**src/rtl/fft_seq_pkg.sv**
```systemverilog
// Shared types for the in-place radix-2 DIF FFT sequencer: FSM states,
// address widths and the butterfly pair-address record.
package fft_seq_pkg;

  // Build-time maximum transform size (log2). The pair record is sized from it,
  // so the sequencer's MAX_STAGES parameter should track this value.
  localparam int MAX_STAGES_DEF = 10;
  localparam int ADDR_W         = MAX_STAGES_DEF;      // sample address width
  localparam int PAIR_W         = MAX_STAGES_DEF - 1;  // butterflies per stage need N/2 codes

  typedef enum logic [1:0] {
    IDLE  = 2'd0,
    ISSUE = 2'd1,
    DRAIN = 2'd2,
    DONE  = 2'd3
  } state_t;

  typedef struct packed {
    logic [ADDR_W-1:0] addr0;
    logic [ADDR_W-1:0] addr1;
  } pair_addr_t;

  // A run needs at least two stages and must fit in the sample memory.
  function automatic logic size_ok(input int n, input int max_stages);
    return (n >= 2) && (n <= max_stages);
  endfunction

endpackage

```
**src/rtl/fft_inplace_sequencer_if.sv**
```systemverilog
// Datapath-side bus of the FFT sequencer: sample BRAM port B, twiddle ROM
// address and the processing-element handshake. master = sequencer.
interface fft_inplace_sequencer_if #(
  parameter int MAX_STAGES = 10,
  parameter int SHAMT_BITS = 4
);
  logic                  mem_rd_en_o;
  logic [MAX_STAGES-1:0] mem_rd_addr0_o;
  logic [MAX_STAGES-1:0] mem_rd_addr1_o;
  logic [MAX_STAGES-2:0] tw_addr_o;
  logic                  pe_valid_o;
  logic [SHAMT_BITS-1:0] pe_shamt_o;
  logic                  pe_ready_i;
  logic                  res_valid_i;
  logic                  res_ovf_i;
  logic                  mem_wr_en_o;
  logic [MAX_STAGES-1:0] mem_wr_addr0_o;
  logic [MAX_STAGES-1:0] mem_wr_addr1_o;

  modport master (
    output mem_rd_en_o, mem_rd_addr0_o, mem_rd_addr1_o, tw_addr_o,
    output pe_valid_o, pe_shamt_o, mem_wr_en_o, mem_wr_addr0_o, mem_wr_addr1_o,
    input  pe_ready_i, res_valid_i, res_ovf_i
  );

  modport slave (
    input  mem_rd_en_o, mem_rd_addr0_o, mem_rd_addr1_o, tw_addr_o,
    input  pe_valid_o, pe_shamt_o, mem_wr_en_o, mem_wr_addr0_o, mem_wr_addr1_o,
    output pe_ready_i, res_valid_i, res_ovf_i
  );
endinterface

```
**src/rtl/fft_addr_fifo.sv**
```systemverilog
// In-order FIFO of butterfly pair addresses awaiting write-back. The head is
// read combinationally so a returning result can write in the same cycle.
module fft_addr_fifo
  import fft_seq_pkg::*;
#(
  parameter int DEPTH = 8
) (
  input  logic                   clk_i,
  input  logic                   rst_i,
  input  logic                   push_i,
  input  logic                   pop_i,
  input  pair_addr_t             din_i,
  output pair_addr_t             head_o,
  output logic                   empty_o,
  output logic [$clog2(DEPTH):0] count_o
);
  localparam int PTR_W = $clog2(DEPTH);
  localparam int CNT_W = PTR_W + 1;

  pair_addr_t       r_mem [DEPTH];
  logic [PTR_W-1:0] r_wr_ptr;
  logic [PTR_W-1:0] r_rd_ptr;
  logic [CNT_W-1:0] r_count;
  logic             w_push;
  logic             w_pop;

  assign w_push  = push_i && (r_count != CNT_W'(DEPTH));
  assign w_pop   = pop_i && (r_count != '0);
  assign head_o  = r_mem[r_rd_ptr];
  assign empty_o = (r_count == '0);
  assign count_o = r_count;

  // Storage write and pointer/occupancy bookkeeping.
  always_ff @(posedge clk_i) begin
    if (rst_i) begin
      r_wr_ptr <= '0;
      r_rd_ptr <= '0;
      r_count  <= '0;
      for (int i = 0; i < DEPTH; i++) r_mem[i] <= '0;
    end else begin
      if (w_push) begin
        r_mem[r_wr_ptr] <= din_i;
        r_wr_ptr        <= r_wr_ptr + 1'b1;
      end
      if (w_pop) r_rd_ptr <= r_rd_ptr + 1'b1;
      case ({w_push, w_pop})
        2'b10:   r_count <= r_count + 1'b1;
        2'b01:   r_count <= r_count - 1'b1;
        default: r_count <= r_count;
      endcase
    end
  end

endmodule

```
**src/rtl/fft_inplace_sequencer.sv**
```systemverilog
// Control engine for an in-place radix-2 DIF FFT: generates butterfly pair
// and twiddle addresses, bounds in-flight butterflies, enforces a barrier
// between stages and tracks block-floating-point scaling.
// Optional: define FFT_CYCLE_COUNT_EN to add cycle_count_o (busy-cycle counter).
module fft_inplace_sequencer
  import fft_seq_pkg::*;
#(
  parameter int MAX_STAGES = MAX_STAGES_DEF,
  parameter int STAGE_BITS = 4,
  parameter int SHAMT_BITS = 4,
  parameter int MAX_SHIFTS = 8,
  parameter int INFLIGHT   = 8
) (
  input  logic                  clk_i,
  input  logic                  rst_i,
  input  logic                  start_i,
  input  logic [STAGE_BITS-1:0] log2n_i,
  output logic                  busy_o,
  output logic                  done_o,
  output logic                  cfg_err_o,
  output logic [MAX_SHIFTS-1:0] total_shifts_o,
`ifdef FFT_CYCLE_COUNT_EN
  output logic [31:0]           cycle_count_o,
`endif
  fft_inplace_sequencer_if.master bus
);
  localparam int CNT_W = $clog2(INFLIGHT) + 1;
  localparam int TW_W  = MAX_STAGES - 1;

  state_t                r_state;
  state_t                w_state_next;
  logic [STAGE_BITS-1:0] r_n;
  logic [STAGE_BITS-1:0] r_s;
  logic [MAX_STAGES-1:0] r_p;
  logic                  r_shift;
  logic                  r_ovf_seen;
  logic                  r_cfg_err;
  logic [MAX_SHIFTS-1:0] r_total_shifts;
  logic                  r_pe_valid;
  logic [TW_W-1:0]       r_tw;
  logic [SHAMT_BITS-1:0] r_shamt;

  logic                  w_start_ok;
  logic                  w_start_bad;
  logic                  w_issue;
  logic                  w_last_pair;
  logic                  w_last_stage;
  logic                  w_drained;
  logic                  w_stage_adv;
  logic                  w_pop;
  logic                  w_res_err;
  logic                  w_fifo_empty;
  logic [CNT_W-1:0]      w_fifo_count;
  logic [STAGE_BITS-1:0] w_span_sh;
  logic [MAX_STAGES-1:0] w_span;
  logic [MAX_STAGES-1:0] w_idx0;
  logic [MAX_STAGES-1:0] w_idx1;
  logic [TW_W-1:0]       w_tw;
  pair_addr_t            w_push_pair;
  pair_addr_t            w_head;

  assign w_start_ok  = (r_state == IDLE) && start_i && size_ok(int'(log2n_i), MAX_STAGES);
  assign w_start_bad = (r_state == IDLE) && start_i && !size_ok(int'(log2n_i), MAX_STAGES);

  // span = N >> (s+1) = 2^(n-1-s); p's low bits select within a group,
  // its high bits select the group (groups are 2*span apart).
  assign w_span_sh = r_n - r_s - STAGE_BITS'(1);
  assign w_span    = MAX_STAGES'(1) << w_span_sh;
  assign w_idx0    = ((r_p >> w_span_sh) << (w_span_sh + STAGE_BITS'(1)))
                   | (r_p & (w_span - MAX_STAGES'(1)));
  assign w_idx1    = w_idx0 + w_span;
  // Twiddle index is scaled to the full-size ROM so smaller N reuse it.
  assign w_tw      = TW_W'(((r_p & (w_span - MAX_STAGES'(1))) << r_s)
                           << (STAGE_BITS'(MAX_STAGES) - r_n));

  assign w_last_pair  = (r_p == ((MAX_STAGES'(1) << (r_n - STAGE_BITS'(1))) - MAX_STAGES'(1)));
  assign w_last_stage = (r_s == r_n - STAGE_BITS'(1));
  assign w_drained    = (w_fifo_count == '0);
  assign w_stage_adv  = (r_state == DRAIN) && w_drained && !w_last_stage;
  assign w_issue      = (r_state == ISSUE) && bus.pe_ready_i && (w_fifo_count < CNT_W'(INFLIGHT));
  assign w_pop        = bus.res_valid_i && !w_fifo_empty;
  assign w_res_err    = bus.res_valid_i && w_fifo_empty;
  assign w_push_pair  = '{addr0: w_idx0, addr1: w_idx1};

  fft_addr_fifo #(
    .DEPTH (INFLIGHT)
  ) u_addr_fifo (
    .clk_i   (clk_i),
    .rst_i   (rst_i),
    .push_i  (w_issue),
    .pop_i   (w_pop),
    .din_i   (w_push_pair),
    .head_o  (w_head),
    .empty_o (w_fifo_empty),
    .count_o (w_fifo_count)
  );

  // FSM state register.
  always_ff @(posedge clk_i) begin
    if (rst_i) r_state <= IDLE;
    else       r_state <= w_state_next;
  end

  // FSM next state: issue a stage, drain it to the barrier, repeat, finish.
  always_comb begin
    w_state_next = r_state;
    case (r_state)
      IDLE:    if (w_start_ok) w_state_next = ISSUE;
      ISSUE:   if (w_issue && w_last_pair) w_state_next = DRAIN;
      DRAIN:   if (w_drained) w_state_next = w_last_stage ? DONE : ISSUE;
      DONE:    w_state_next = IDLE;
      default: w_state_next = IDLE;
    endcase
  end

  // FSM outputs and bus drive; idle address lines are held at zero.
  always_comb begin
    busy_o             = (r_state != IDLE);
    done_o             = (r_state == DONE);
    cfg_err_o          = r_cfg_err;
    total_shifts_o     = r_total_shifts;
    bus.mem_rd_en_o    = w_issue;
    bus.mem_rd_addr0_o = w_issue ? w_idx0 : '0;
    bus.mem_rd_addr1_o = w_issue ? w_idx1 : '0;
    bus.pe_valid_o     = r_pe_valid;
    bus.tw_addr_o      = r_tw;
    bus.pe_shamt_o     = r_shamt;
    bus.mem_wr_en_o    = w_pop;
    bus.mem_wr_addr0_o = w_pop ? w_head.addr0 : '0;
    bus.mem_wr_addr1_o = w_pop ? w_head.addr1 : '0;
  end

  // Run bookkeeping: size latch, stage/pair counters, scaling, sticky error.
  always_ff @(posedge clk_i) begin
    if (rst_i) begin
      r_n            <= '0;
      r_s            <= '0;
      r_p            <= '0;
      r_shift        <= 1'b0;
      r_ovf_seen     <= 1'b0;
      r_cfg_err      <= 1'b0;
      r_total_shifts <= '0;
    end else begin
      if (w_start_bad || w_res_err) r_cfg_err <= 1'b1;
      if (w_pop && bus.res_ovf_i) r_ovf_seen <= 1'b1;
      if ((r_state == IDLE) && start_i) r_n <= log2n_i;
      if (w_start_ok) begin
        r_s            <= '0;
        r_p            <= '0;
        r_shift        <= 1'b0;
        r_ovf_seen     <= 1'b0;
        r_total_shifts <= '0;
      end
      if (w_issue) r_p <= r_p + 1'b1;
      // Stage boundary: all results of stage s are back, so ovf_seen is final.
      if (w_stage_adv) begin
        r_s        <= r_s + 1'b1;
        r_p        <= '0;
        r_shift    <= r_ovf_seen;
        r_ovf_seen <= 1'b0;
        if (r_ovf_seen && (r_total_shifts != '1))
          r_total_shifts <= r_total_shifts + 1'b1;
      end
    end
  end

  // PE-side sideband registered to line up with BRAM read data.
  always_ff @(posedge clk_i) begin
    if (rst_i) begin
      r_pe_valid <= 1'b0;
      r_tw       <= '0;
      r_shamt    <= '0;
    end else begin
      r_pe_valid <= w_issue;
      r_tw       <= w_issue ? w_tw : '0;
      r_shamt    <= w_issue ? {{(SHAMT_BITS-1){1'b0}}, r_shift} : '0;
    end
  end

`ifdef FFT_CYCLE_COUNT_EN
  logic [31:0] r_cycle_count;

  // Busy-cycle counter: cleared on accepted start, saturating.
  always_ff @(posedge clk_i) begin
    if (rst_i)                                 r_cycle_count <= '0;
    else if (w_start_ok)                       r_cycle_count <= '0;
    else if (busy_o && (r_cycle_count != '1))  r_cycle_count <= r_cycle_count + 1'b1;
  end

  assign cycle_count_o = r_cycle_count;
`endif

endmodule
```
**src/flat_wrapper.sv**
```systemverilog
// flat-port wrapper written by rule: the top's interface ports become plain ports
module fft_inplace_sequencer_flat import fft_seq_pkg::*;
#(
  parameter int MAX_STAGES = MAX_STAGES_DEF,
  parameter int STAGE_BITS = 4,
  parameter int SHAMT_BITS = 4,
  parameter int MAX_SHIFTS = 8,
  parameter int INFLIGHT   = 8
)
  (clk_i, rst_i, start_i, log2n_i, busy_o, done_o, cfg_err_o, total_shifts_o, bus_mem_rd_en_o, bus_mem_rd_addr0_o, bus_mem_rd_addr1_o, bus_tw_addr_o, bus_pe_valid_o, bus_pe_shamt_o, bus_mem_wr_en_o, bus_mem_wr_addr0_o, bus_mem_wr_addr1_o, bus_pe_ready_i, bus_res_valid_i, bus_res_ovf_i);
  fft_inplace_sequencer_if #(.MAX_STAGES(MAX_STAGES), .SHAMT_BITS(SHAMT_BITS)) bus_i ();
  input  logic clk_i;
  input  logic rst_i;
  input  logic start_i;
  input  logic [STAGE_BITS-1:0] log2n_i;
  output logic busy_o;
  output logic done_o;
  output logic cfg_err_o;
  output logic [MAX_SHIFTS-1:0] total_shifts_o;
  output wire logic [$bits(bus_i.mem_rd_en_o)-1:0] bus_mem_rd_en_o;
  output wire logic [$bits(bus_i.mem_rd_addr0_o)-1:0] bus_mem_rd_addr0_o;
  output wire logic [$bits(bus_i.mem_rd_addr1_o)-1:0] bus_mem_rd_addr1_o;
  output wire logic [$bits(bus_i.tw_addr_o)-1:0] bus_tw_addr_o;
  output wire logic [$bits(bus_i.pe_valid_o)-1:0] bus_pe_valid_o;
  output wire logic [$bits(bus_i.pe_shamt_o)-1:0] bus_pe_shamt_o;
  output wire logic [$bits(bus_i.mem_wr_en_o)-1:0] bus_mem_wr_en_o;
  output wire logic [$bits(bus_i.mem_wr_addr0_o)-1:0] bus_mem_wr_addr0_o;
  output wire logic [$bits(bus_i.mem_wr_addr1_o)-1:0] bus_mem_wr_addr1_o;
  input wire logic [$bits(bus_i.pe_ready_i)-1:0] bus_pe_ready_i;
  input wire logic [$bits(bus_i.res_valid_i)-1:0] bus_res_valid_i;
  input wire logic [$bits(bus_i.res_ovf_i)-1:0] bus_res_ovf_i;
  assign bus_mem_rd_en_o = bus_i.mem_rd_en_o;
  assign bus_mem_rd_addr0_o = bus_i.mem_rd_addr0_o;
  assign bus_mem_rd_addr1_o = bus_i.mem_rd_addr1_o;
  assign bus_tw_addr_o = bus_i.tw_addr_o;
  assign bus_pe_valid_o = bus_i.pe_valid_o;
  assign bus_pe_shamt_o = bus_i.pe_shamt_o;
  assign bus_mem_wr_en_o = bus_i.mem_wr_en_o;
  assign bus_mem_wr_addr0_o = bus_i.mem_wr_addr0_o;
  assign bus_mem_wr_addr1_o = bus_i.mem_wr_addr1_o;
  assign bus_i.pe_ready_i = bus_pe_ready_i;
  assign bus_i.res_valid_i = bus_res_valid_i;
  assign bus_i.res_ovf_i = bus_res_ovf_i;
  fft_inplace_sequencer #(.MAX_STAGES(MAX_STAGES), .STAGE_BITS(STAGE_BITS), .SHAMT_BITS(SHAMT_BITS), .MAX_SHIFTS(MAX_SHIFTS), .INFLIGHT(INFLIGHT)) u_core (.clk_i(clk_i), .rst_i(rst_i), .start_i(start_i), .log2n_i(log2n_i), .busy_o(busy_o), .done_o(done_o), .cfg_err_o(cfg_err_o), .total_shifts_o(total_shifts_o), .bus(bus_i));
endmodule
```
**config.mk**
```make
export PLATFORM = sky130hd
export DESIGN_NAME = fft_inplace_sequencer_flat
export DESIGN_NICKNAME = d
export VERILOG_FILES = /design/src/rtl/fft_seq_pkg.sv /design/src/rtl/fft_inplace_sequencer_if.sv /design/src/rtl/fft_addr_fifo.sv /design/src/rtl/fft_inplace_sequencer.sv /design/src/flat_wrapper.sv
export SDC_FILE = /design/constraint.sdc
export NUM_CORES = 1
export LEC_CHECK = 0
export ABC_AREA = 1
export CAP_MARGIN = 20
export CORE_MARGIN = 4
export CORE_UTILIZATION = 55
export DETAILED_ROUTE_END_ITERATION = 16
export PLACE_DENSITY = 0.76
export SLEW_MARGIN = 0
export SYNTH_ARGS = -nofsm -noshare
export SYNTH_HDL_FRONTEND = slang
export SYNTH_SLANG_ARGS = --single-unit
```
**constraint.sdc**
```tcl
create_clock -name clk_i -period 6.5 [get_ports clk_i]
set_clock_uncertainty 0.05 [all_clocks]
set_input_delay 1.625 -clock clk_i [delete_from_list [all_inputs] [get_ports clk_i]]
set_output_delay 1.625 -clock clk_i [all_outputs]
set_load 0.01 [all_outputs]
```
Yosys cells after proc, flatten, opt, wreduce, memory -nomap -nowiden
Memory sizes are Yosys's and may differ from the RTL's. A register that Yosys moved wholly into a read port is not among the register bits.
Index checks and enable logic that the tools add are counted.
Cells by class
  muxes and demuxes: 29
  reduce and logical (&&, ||, !) cells: 31
  $add $sub $neg: 15
  shift operators: 6
  bitwise logic cells: 3
  equality and inequality tests: 12
  magnitude comparators: 3
Operators with widths (count)
  $mux 10: 6
  $mux 8: 3
  $mux 20: 1
  $reduce_or 20->1: 1
  $shl 1x4->10 const A: 2
  $shl 10x4->10: 2
  $sub 10x1->10 const B: 2
  $logic_and 1x1->1: 15
  $add 4x1->4 const B: 3
  $sub 4x1->4 const B: 3
  $add 10x1->10 const B: 1
  $add 10x10->10: 1
  $and 10x10->10: 1
  $eq 10x10->1: 1
  $or 10x10->10: 1
  $shl 10x4->9: 1
  $shr 10x4->10: 1
  $mux 3: 3
  $add 8x1->8 const B: 1
  $mux 1: 8
  $mux 2: 4
  $mux 4: 2
  $ne 8x8->1 const B: 1
  $pmux 2 s4: 1
  23 further kinds: 34
Storage, ports and cells
  word-level logic and storage cells: 115
  memories kept: 1
  register bits after elaboration: 55
  RAM bits: 160
  bits of input ports: 10
Memory list
  u_core.u_addr_fifo.r_mem: words 8, width 20, rd ports 1, clocked after Yosys merged registers in 1, wr ports 8, RTL line fft_addr_fifo.sv:20  | pair_addr_t r_mem [DEPTH];

Logic depth before layout (Yosys ltp)
Gate-level depths: netlist of run 1.
  depth in word-level cells: 9
  gate-level depth with buffers: 31
  mapped depth without buffers: 28

Modules after synthesis
A second synthesis of run 1 with hierarchy kept.
Second synthesis, totals
  cells, all modules: 1547
  area total of the unflattened synthesis: 12383.1 um^2
Modules (own cells, without submodules)
  fft_addr_fifo: cells each 747, sequential area each 5064.9 um^2, area an instance 7721.2 um^2, instances 1
  fft_inplace_sequencer: cells each 800, sequential area each 840.8 um^2, area an instance 4662.0 um^2, instances 1

Worst setup path before layout of run 1
No wires, ideal clock.
  path type: reg-to-output
  start point: reg u_core.r_s[0]
  end point: out bus_mem_rd_addr1_o[8]
  required time: 4.825 ns
  arrival time: 4.337 ns
  stages on the path, launching flop included: 25
  path slack: 0.488 ns
  path buffers: 2
  path through: dfxtp_1 > clkbuf_1 > inv_1 > clkbuf_1 > ha_1 > inv_1 > fa_1 > inv_1 > nand2_1 > nand2_2 > inv_2 > ha_1 > inv_1 > nor2_1 > a21oi_1 > inv_1 > ha_1 > fa_1 > nand4_1 > nand2_2 > nand3_1 > nand2_1 > nand2_1 > nand2_2 > nor2_1
RTL lines
  from (decl): RTL line fft_inplace_sequencer.sv:33  | logic [STAGE_BITS-1:0] r_s;
  from (signal assigned): RTL line fft_inplace_sequencer.sv:157  | r_s <= r_s + 1'b1;
  to (decl): RTL line flat_wrapper.sv:22  | output wire logic [$bits(bus_i.mem_rd_addr1_o)-1:0] bus_mem_rd_addr1_o;

==> run metrics, run 1 <==
outcome finished, final reports clean; later-pin clock latency in the skew report 0.50 ns; period utilisation layout 94.7%; Overflow after GRT 0; Max rail drop VDD 0.256 mV; layout cells sized above 1 11.2%; ys flop type edfxtp_1; Max Slew Vio Count 0; antenna cells 0; initial drt markers 1080; area of the multi-input gates 0.00565 mm^2; async set-reset flop share out of synthesis 0%; Core ar. 0.0218 mm^2; dpl cell area 0.0134 mm^2; H-tree depth 1; die area 0.0247 mm^2; largest net degree at the start of global routing 53; hold buffer count at CTS 0; Reg2Reg Setup Slack 2.37 ns; first-pass GRT wire length 54400 um; antenna violations before repair 0; commonest cells after routing, fill and taps aside nor2_1, nand2_1, edfxtp_1; Max Clk Rate 163 MHz; Initial Util 56.0%; Via density 5.77; Yosys cell types 57; crit path DAT 4.48 ns; gr usage total 27.7%; Final Hold Fails 0; pwr dens 389 mW/mm^2; final instance area 0.0144 mm^2; worst hold path type register to register; width of the chip 157 um; Synth Instances 1520; DR vias 11000; Initial DRT Pass Iterations 5; DRC viols 0; sequential share of the synthesized area 48.3%; RSZ-0062 raised after global routing false; Worst-path clk slew 0.06 ns; minimum clock period after layout 6.15 ns; total of max-cap violations 0; FF/Latch Area 0.00591 mm^2; CP endpoint kind primary output; flops & latches, synth 215; Final setup viols 0; row cnt 54; Max transition margin 24.6%; Post-Route Setup TNS 0 ns; Worst Path Class, Setup register to primary output; IO Port Bufs 73; number of synthesized flops with an enable pin 160; slew at the pin closest to its max-slew limit 1.13 ns; IO Pins 77; Setup crit start kind register; routability cong. 0.983; vias in the first global route 10300; crit-path max FO 9; CTS tree done; Netlist Area Pre-Place 0.0122 mm^2; Worst EP required 4.83 ns; synthesized area per cell 8.05 um^2; number of nets with antenna violations after routing 0; cts bufs inserted 23; clock sinks 215; Ys Warns 0; Max clock buf depth 3; Area Growth Syn to Fin 17.4%; Routed WL per cell 18.2 um; hold_ws 0.384 ns; Fillers 1795; final wirelength 34700 um; die span in y 157 um; post-detail-place hpwl 23300 um; most common cell after layout, fill and taps aside nor2_1; Final #Nets 1651; Leak 5.86 nW; root buffer cell clkbuf_16; total power 5.59 mW
-- report_power, final --
group          internal (mW)  leakage, nW  total, mW  switching, mW
Combinational          0.923         3.42       2.72           1.80
Clock                  0.733        0.337       1.23          0.502
Sequential              1.56         2.10       1.63         0.0702
-- synth_stat cells, drive strengths merged, types with 3 or more instances --
cell type  number  area (um^2)
edfxtp        160         4800
a31oi          20          125
nor3           10         50.1
dfxtp          55         1100
a221oi          5         43.8
nand4          13         81.3
inv           126          473
nand2         259         1040
or2             5         31.3
nor2          372         1450
fa              3         60.1
o211ai          5         42.5
o22ai          22          138
a22oi           3         22.5
xnor2           7         76.3
nand3          93          498
ha             28          350
clkbuf         56          210
a21oi          45          229
xor2           17          175
clkinv         19         76.3
o21ai         155          806
a211oi         12         90.1
buf            12         87.6
-- logic make-up after synthesis --
kind of cell | after synthesis | share of synthesized area, %
AND/OR/NAND/NOR | 756 | 26.0
XOR/XNOR | 26 | 2.42
AO/OA/AOI/OAI | 278 | 13.0
flip-flops | 215 | 48.3
adder cells (fa/ha/maj) | 31 | 3.36
buffers and inverters | 213 | 6.93
other | 1 | 0.0307
-- timing repair --
item,4_1_cts,5_1_grt
buffers inserted,0,6
pin swaps,1,5
setup endpoints to repair,8,9
resized for setup,18,34
-- through the flow --
step	instances	setup slack, ns	utilization [%]
floorplan	1522	0.488	-
global placement	1858	0.312	61.4
detailed placement	1859	0.249	61.6
CTS	1895	0.00800	65.0
global route	1901	0.0455	65.8
finish	1901	0.348	65.8
-- layout make-up --
type / count / area share (%)
clock buffer: 30 / 4.26
timing repair buffer: 131 / 8.40
clock inverter: 6 / 0.540
multi-input combinational: 1094 / 39.3
inverter: 145 / 3.89
sequential: 215 / 41.1
tap: 280 / 2.44
-- critical path, cell delays in order, from the launching register on --
cell and delay (ns):
dfxtp_1 0.31, inv_1 0.07, ha_1 0.17, inv_1 0.07, fa_2 0.67, buf_4 0.16, nand2_4 0.07, nor2_1 0.12
a21oi_1 0.05, nand3_1 0.08, nand3_1 0.15, nand2_2 0.12, nor2_1 0.04, inv_1 0.08, nor2_1 0.06, a21oi_2 0.16
inv_1 0.06, ha_1 0.26, fa_2 0.40, nand4_1 0.13, nand2_2 0.08, nand3_1 0.09, nand2_1 0.05, nand2_1 0.10
nand2_4 0.11, nor2_1 0.11, dlymetal6s2s_1 0.17
-- registers in the layout (all words and copies together), names as in the netlist, 2 cells and up, named ones only --
| name | cells |
|---|---|
| u_core.r_p | 10 |
| u_core.r_s | 4 |
| u_core.bus.tw_addr_o | 9 |
| u_core.total_shifts_o | 8 |
| u_core.r_n | 4 |
| u_core.r_state | 2 |
| u_core.u_addr_fifo.r_rd_ptr | 3 |
| u_core.u_addr_fifo.r_wr_ptr | 3 |
| u_core.u_addr_fifo.r_mem | 160 |
| u_core.u_addr_fifo.count_o | 4 |
-- final timing paths --
path / end / startpoint / depth (start not counted)
setup / recovery: bus_mem_rd_addr1_o[8] / u_core.r_s[0] / 26
hold / removal: register / u_core.u_addr_fifo.r_rd_ptr[2] / 1
setup reg to reg: u_core.u_addr_fifo.r_mem[2][6] / u_core.r_s[0] / 23
hold reg to reg: register / u_core.u_addr_fifo.r_rd_ptr[2] / 1
-- per-layer routing --
| metal | track usage [%] | up-vias | share of wire (%) |
|---|---|---|---|
| li1 | - | 5269 | - |
| met1 | 38.0 | 5102 | 41 |
| met2 | 46.5 | 537 | 48 |
| met3 | 4.89 | 68 | 9.6 |
| met4 | 6.39 | 0 | 2.0 |
| met5 | 0 | - | 0 |
Power figures use the tool's default switching activity.
==> run 2: changes to the inputs <==
- CAP_MARGIN: 20 -> 10
==> run 2 against run 1 <==
Compared with the run above: critical path depth down 8; register-to-register slack better by 0.05 ns; sequential power about the same; sequential cell count is the same; clock power decreased by 6%; count of clock-buffer cells in the layout shrank 1; first-iteration DRC count increased by 3.8%; critical path type unchanged; critical endpoint is now bus_mem_rd_addr1_o[1].
==> run metrics, run 2 (synthesis gave the netlist of run 1 again) <==
outcome finished, final reports clean; slew at the pin closest to its max-slew limit 1.11 ns (-0.0177 ns); Max clock buf depth 3 (unchanged); gr usage total 27.6% (-0.16 points); R2R depth 22 (-4.3%); Hold Crit Start u_core.r_shift; Max Clk Rate 159 MHz (-2.0%); Final setup viols 0 (unchanged); number of nets with antenna violations after routing 0 (unchanged); vias in the first global route 10200 (-0.33%); worst hold path depth 2 (+1); Post-Route Setup TNS 0 ns (unchanged); H-tree depth 1 (unchanged); Reg2Reg Setup Slack 2.42 ns (+0.05 ns); Via density 5.76 (-0.19%); placed insts 1858 (-0.054%); largest net degree at the start of global routing 53 (unchanged); most common cell after layout, fill and taps aside nor2_1; reg2reg start u_core.r_s[0]; Leak 5.81 nW (-0.80%); row cnt 54 (unchanged); Max transition margin 25.7% (+1.2 points); Initial Util 56.0% (unchanged); pwr dens 384 mW/mm^2 (-1.4%); area of the multi-input gates 0.00563 mm^2 (-0.29%); total of max-cap violations 0 (unchanged); RSZ-0062 raised after global routing false; Fillers 1812 (+0.95%); crit path DAT 4.61 ns (+0.13 ns); minimum clock period after layout 6.28 ns (+0.129 ns); Area Growth Syn to Fin 16.8%; DRC viols 0 (unchanged); worst hold path type register to register; Reg-to-Reg End u_core.u_addr_fifo.r_mem[2][6]; Routed WL per cell 18.2 um (-0.18%); Overflow after GRT 0 (unchanged); clock sinks 215 (unchanged); DR vias 10900 (-0.29%); Final #Nets 1648 (-0.18%); IO Port Bufs 73 (unchanged); later-pin clock latency in the skew report 0.50 ns (about the same); period utilisation layout 96.6% (+2.0 points); initial drt markers 1121 (+3.8%); first-pass GRT wire length 54200 um (-0.32%); antenna cells 0 (unchanged); FF/Latch Area 0.00591 mm^2 (about the same); CTS tree done; post-detail-place hpwl 23200 um (-0.76%); layout cells sized above 1 10.9% (-0.23 points); Worst EP required 4.83 ns (about the same); final wirelength 34600 um (-0.29%); Core ar. 0.0218 mm^2 (unchanged); Max Slew Vio Count 0 (unchanged); Initial DRT Pass Iterations 5 (unchanged); routability cong. 0.983 (unchanged); Worst-path clk slew 0.06 ns (about the same); root buffer cell clkbuf_16; die area 0.0247 mm^2 (unchanged); Final Hold Fails 0 (unchanged); die span in y 157 um (unchanged); Worst Path Class, Setup register to primary output; Finished Layout Cells 1899 (-0.11%); CP endpoint kind primary output; Max rail drop VDD 0.207 mV (-19%); commonest cells after routing, fill and taps aside nor2_1, nand2_1, edfxtp_1; Hold Path End u_core.bus.pe_shamt_o[0]; cts bufs inserted 22 (-4.3%); antenna violations before repair 0 (unchanged); IO Pins 77 (unchanged); Setup crit start kind register; Biggest register u_core.u_addr_fifo.r_mem; Largest register FFs 160 (unchanged); crit-path max FO 6 (-3); width of the chip 157 um (unchanged)
==> run 2: worst max-delay path by stage <==
stage	startpoint	to	depth (start not counted)	slack [ns]
after floorplan	u_core.r_s[0]	bus_mem_rd_addr1_o[8]	24	0.49
after global placement	u_core.r_n[1]	bus_mem_rd_addr1_o[9]	19	0.31
after detailed placement	u_core.r_n[1]	bus_mem_rd_addr1_o[9]	19	0.22
after CTS	u_core.r_s[0]	bus_mem_rd_addr1_o[8]	21	0.008
after global routing	u_core.r_s[0]	bus_mem_rd_addr1_o[1]	21	0.03
final	u_core.r_s[0]	bus_mem_rd_addr1_o[1]	18	0.22
==> run 2: stage by stage <==
stage	setup slack (ns)	cell area, um^2	util [%]	hold WS (ns)	power [mW]
after floorplan	0.488	12200	-	0.358	3.33
after global placement	0.312	13400	61.4	0.374	4.17
after detailed placement	0.223	13400	61.4	0.370	4.20
after CTS	0.00832	14100	64.8	0.385	5.40
after global routing	0.0304	14300	65.4	0.404	5.81
final	0.219	14300	65.4	0.383	5.48
==> run 2: cell type report <==
type | count | share of cell area (%)
inverter | 145 | 3.89
sequential | 215 | 41.4
multi-input combinational | 1094 | 39.4
tap | 280 | 2.45
timing repair buffer | 129 | 8.32
clock buffer | 29 | 4.26
clock inverter | 7 | 0.272
==> run 2: power breakdown <==
part           leakage [nW]  switching, mW  internal, mW
sequential             2.10         0.0695          1.56
clock                 0.316          0.503         0.654
combinational          3.40           1.79         0.903
total                  5.81           2.36          3.12
==> run 2: timing repair <==
item | in CTS | in global routing
endpoints found under the setup margin | 8 | 9
buffers inserted | 1 | 3
pin swaps | 1 | 2
hold buffers | 0 | 0
gates resized for setup | 16 | 29
==> run 2: routing by layer <==
layer | share of wire (%) | up-vias | track usage (%)
met5 | 0 | - | 0
li1 | - | 5261 | -
met2 | 49 | 522 | 46.9
met4 | 1.5 | 0 | 5.94
met1 | 41 | 5108 | 38.0
met3 | 8.6 | 53 | 3.96
==> run 2: worst max-delay path, stage by stage (launching register included) <==
cell             delay, ns
dfxtp_1               0.33
inv_1                 0.06
ha_1                  0.21
inv_1                 0.09
fa_2                  0.49
buf_4                 0.19
nor2_1                0.20
nand2_1               0.14
nor2_4                0.16
inv_2                 0.06
nand2_4               0.12
inv_1                 0.09
a21oi_2               0.18
inv_1                 0.06
ha_1                  0.26
fa_2                  0.58
clkinvlp_4            0.15
nor2_1                0.15
clkdlybuf4s50_1       0.59
==> run 3: changes to the inputs <==
- SYNTH_HIERARCHICAL: not set -> 1
==> run 3 against run 2 <==
Compared with the run above: first-iteration DRC count fell by 15%; combinational power fell by 8.9%; die area rose by 1.2%; count of clock-buffer cells in the layout is 3 lower; maximum frequency is 2.9% lower; largest power group unchanged.
==> run metrics, run 3 <==
Core ar. 0.0220 mm^2 (+0.62%); first-pass GRT wire length 53100 um (-2.0%); Max Slew Vio Count 0 (unchanged); most frequent cells after synthesis nor2_1, nand2_1, inv_1; worst hold path type register to register; Synth Instances 1547 (+1.8%); total of max-cap violations 0 (unchanged); die span in y 158 um (+0.59%); Final setup viols 0 (unchanged); Initial DRT Pass Iterations 8 (+3); CTS tree done; DRC viols 0 (unchanged); routability cong. 1.00 (+1.8%); period utilisation layout 99.6% (+2.9 points); IO Port Bufs 73 (unchanged); Netlist Area Pre-Place 0.0124 mm^2 (+1.2%); CP max stage delay 0.66 ns (+0.07 ns); Final Hold Fails 0 (unchanged); DR vias 11000 (+0.40%); pwr dens 376 mW/mm^2 (-2.1%); Max clock buf depth 3 (unchanged); Crit-path slowest cell fa_2; commonest cells after routing, fill and taps aside nor2_1, nand2_1, edfxtp_1; slew at the pin closest to its max-slew limit 1.19 ns (+0.0801 ns); placed insts 1889 (+1.7%); outcome finished, final reports clean; flops & latches, synth 215 (unchanged); most common cell type on the critical path nor2_1; IO Pins 77 (unchanged); minimum clock period after layout 6.47 ns (+0.190 ns); synth top area cells edfxtp_1, nor2_1, dfxtp_1, nand2_1, o21ai_0; area of the multi-input gates 0.00562 mm^2 (-0.20%); async set-reset flop share out of synthesis 0% (unchanged); final wirelength 34300 um (-0.87%); number of nets with antenna violations after routing 0 (unchanged); PnR worst setup slack 0.0286 ns (-0.190 ns); initial drt markers 952 (-15%); vias in the first global route 10600 (+3.5%); ys flop type edfxtp_1; layout cells sized above 1 11.1% (+0.19 points); post-detail-place hpwl 22600 um (-2.4%); Ys Warns 6 (+6); H-tree depth 1 (unchanged); sequential share of the synthesized area 47.7% (-0.60 points); RSZ-0062 raised after global routing true; root buffer cell clkbuf_16; Via density 5.66 (-1.9%); die area 0.0250 mm^2 (+1.2%); final instance area 0.0146 mm^2 (+2.2%); crit-path max FO 6 (unchanged); Biggest register u_core/u_addr_fifo/r_mem; Fillers 1789 (-1.3%); Max rail drop VDD 0.231 mV (+12%); later-pin clock latency in the skew report 0.51 ns (about the same); row cnt 54 (unchanged); cts bufs inserted 24 (+9.1%); Max transition margin 20.3% (-5.4 points); Final #Nets 1686 (+2.3%); area share of the largest cell type after synthesis 38.8% (-0.48 points); Leak 6.01 nW (+3.3%); most frequent cell after synthesis nor2_1; most common cell after layout, fill and taps aside nor2_1; dpl ws -0.0409 ns (-0.264 ns); synthesized area per cell 8.00 um^2 (-0.52%); number of synthesized flops with an enable pin 160 (unchanged); dpl cell area 0.0135 mm^2 (+1.0%); width of the chip 158 um (+0.59%); Max Clk Rate 155 MHz (-2.9%); gr usage total 26.9% (-0.69 points); Setup crit start kind register; Overflow after GRT 0 (unchanged); Worst-path clk slew 0.06 ns (about the same); FF/Latch Area 0.00591 mm^2 (about the same); CP endpoint kind primary output; antenna cells 0 (unchanged); Routed WL per cell 17.6 um (-3.1%); Initial Util 56.4% (+0.35 points); clock sinks 215 (unchanged); Area Growth Syn to Fin 17.9%; crit path DAT 4.80 ns (+0.19 ns); Yosys cell types 55 (-3.5%); hold buffer count at CTS 0 (unchanged); post-synth top area cell edfxtp_1; Worst Path Class, Setup register to primary output; antenna violations before repair 0 (unchanged); Worst EP required 4.83 ns (about the same); Largest register FFs 160 (unchanged); largest net degree at the start of global routing 81 (+53%); Finished Layout Cells 1943 (+2.3%)
[run 3: changes by cell type in the layout (fill, tap and decap cells not counted), moves of 6 or more]
| cell | delta |
|---|---|
| a31oi_1 | -12 |
| o21ai_2 | -7 |
| o21ai_0 | -16 |
| buf_4 | +15 |
| mux2i_1 | +21 |
| a21oi_1 | +6 |
| nand3_1 | -8 |
| dlymetal6s2s_1 | -6 |
| xor2_1 | +11 |
| nand2_1 | +18 |
| a211oi_1 | -7 |
| clkinv_1 | -13 |
| inv_1 | +46 |
| nor2_1 | -16 |
[run 3: metal layers]
layer	share of wire (%)	track usage, %
met1	39	32.8
met2	50	48.7
met3	6.3	3.42
met4	4.3	10.2
met5	0	0
[run 3: path summary, 6_finish.rpt]
check | end | start | depth (start not counted) | slack (ns)
worst max register to register | u_core/u_addr_fifo/r_mem[0][8] | u_core/r_s[0] | 30 | 1.72
worst min register to register | u_core/bus.pe_shamt_o[0] | u_core/r_shift | 2 | 0.39
worst min-delay path | u_core/bus.pe_shamt_o[0] | u_core/r_shift | 2 | 0.39
worst max-delay path | bus_mem_rd_addr1_o[8] | u_core/r_s[0] | 29 | 0.03
[run 3: timing repair]
item | 4_1_cts | 5_1_grt
setup buffers | 3 | 7
endpoints found under the hold margin | 0 | 0
pin swaps | 3 | 25
gates resized for setup | 19 | 45
endpoints found under the setup margin | 4 | 6
[run 3: cell families after synthesis]
kind of cell               synth area share (%)
and+or+nand+nor                            24.9
AOI/OAI and AO/OA                          11.6
buffers and inverters                      8.27
DFF                                        47.7
xor gates and xnor gates                   2.60
adders and majority gates                  3.25
muxes                                      1.70
other                                    0.0303
[run 3: power by group]
part,internal [mW],switching (mW)
clock,0.838,0.548
combinational,0.835,1.62
sequential,1.56,0.0790
[run 3: layout make-up]
cell class	instances	share of cell area, %
clock buffer	26	4.17
clock inverter	18	1.41
inverter	169	4.35
multi-input combinational	1091	38.5
sequential	215	40.5
tap	280	2.40
timing repair buffer	144	8.66
[run 3: worst max-delay path, delay by kind of cell, from the launching register on]
family	cells	cell delay (ns)
XOR/XNOR	1	0.23
flip-flops	1	0.32
buffers and inverters	8	0.65
AND/OR/NAND/NOR	9	0.90
adder cells (fa/ha/maj)	3	1.18
AO/OA/AOI/OAI	8	0.97
[run 3: through the flow]
step                TNS [ns]  total power [mW]  utilization, %  hold WS [ns]
floorplan                  0              3.17               -         0.358
global placement           0              3.91            61.7         0.379
detailed placement   -0.0409              3.96            61.7         0.385
CTS                        0              5.38            65.6         0.394
global route          -0.618              5.83            66.5         0.395
finish                     0              5.48            66.5         0.389
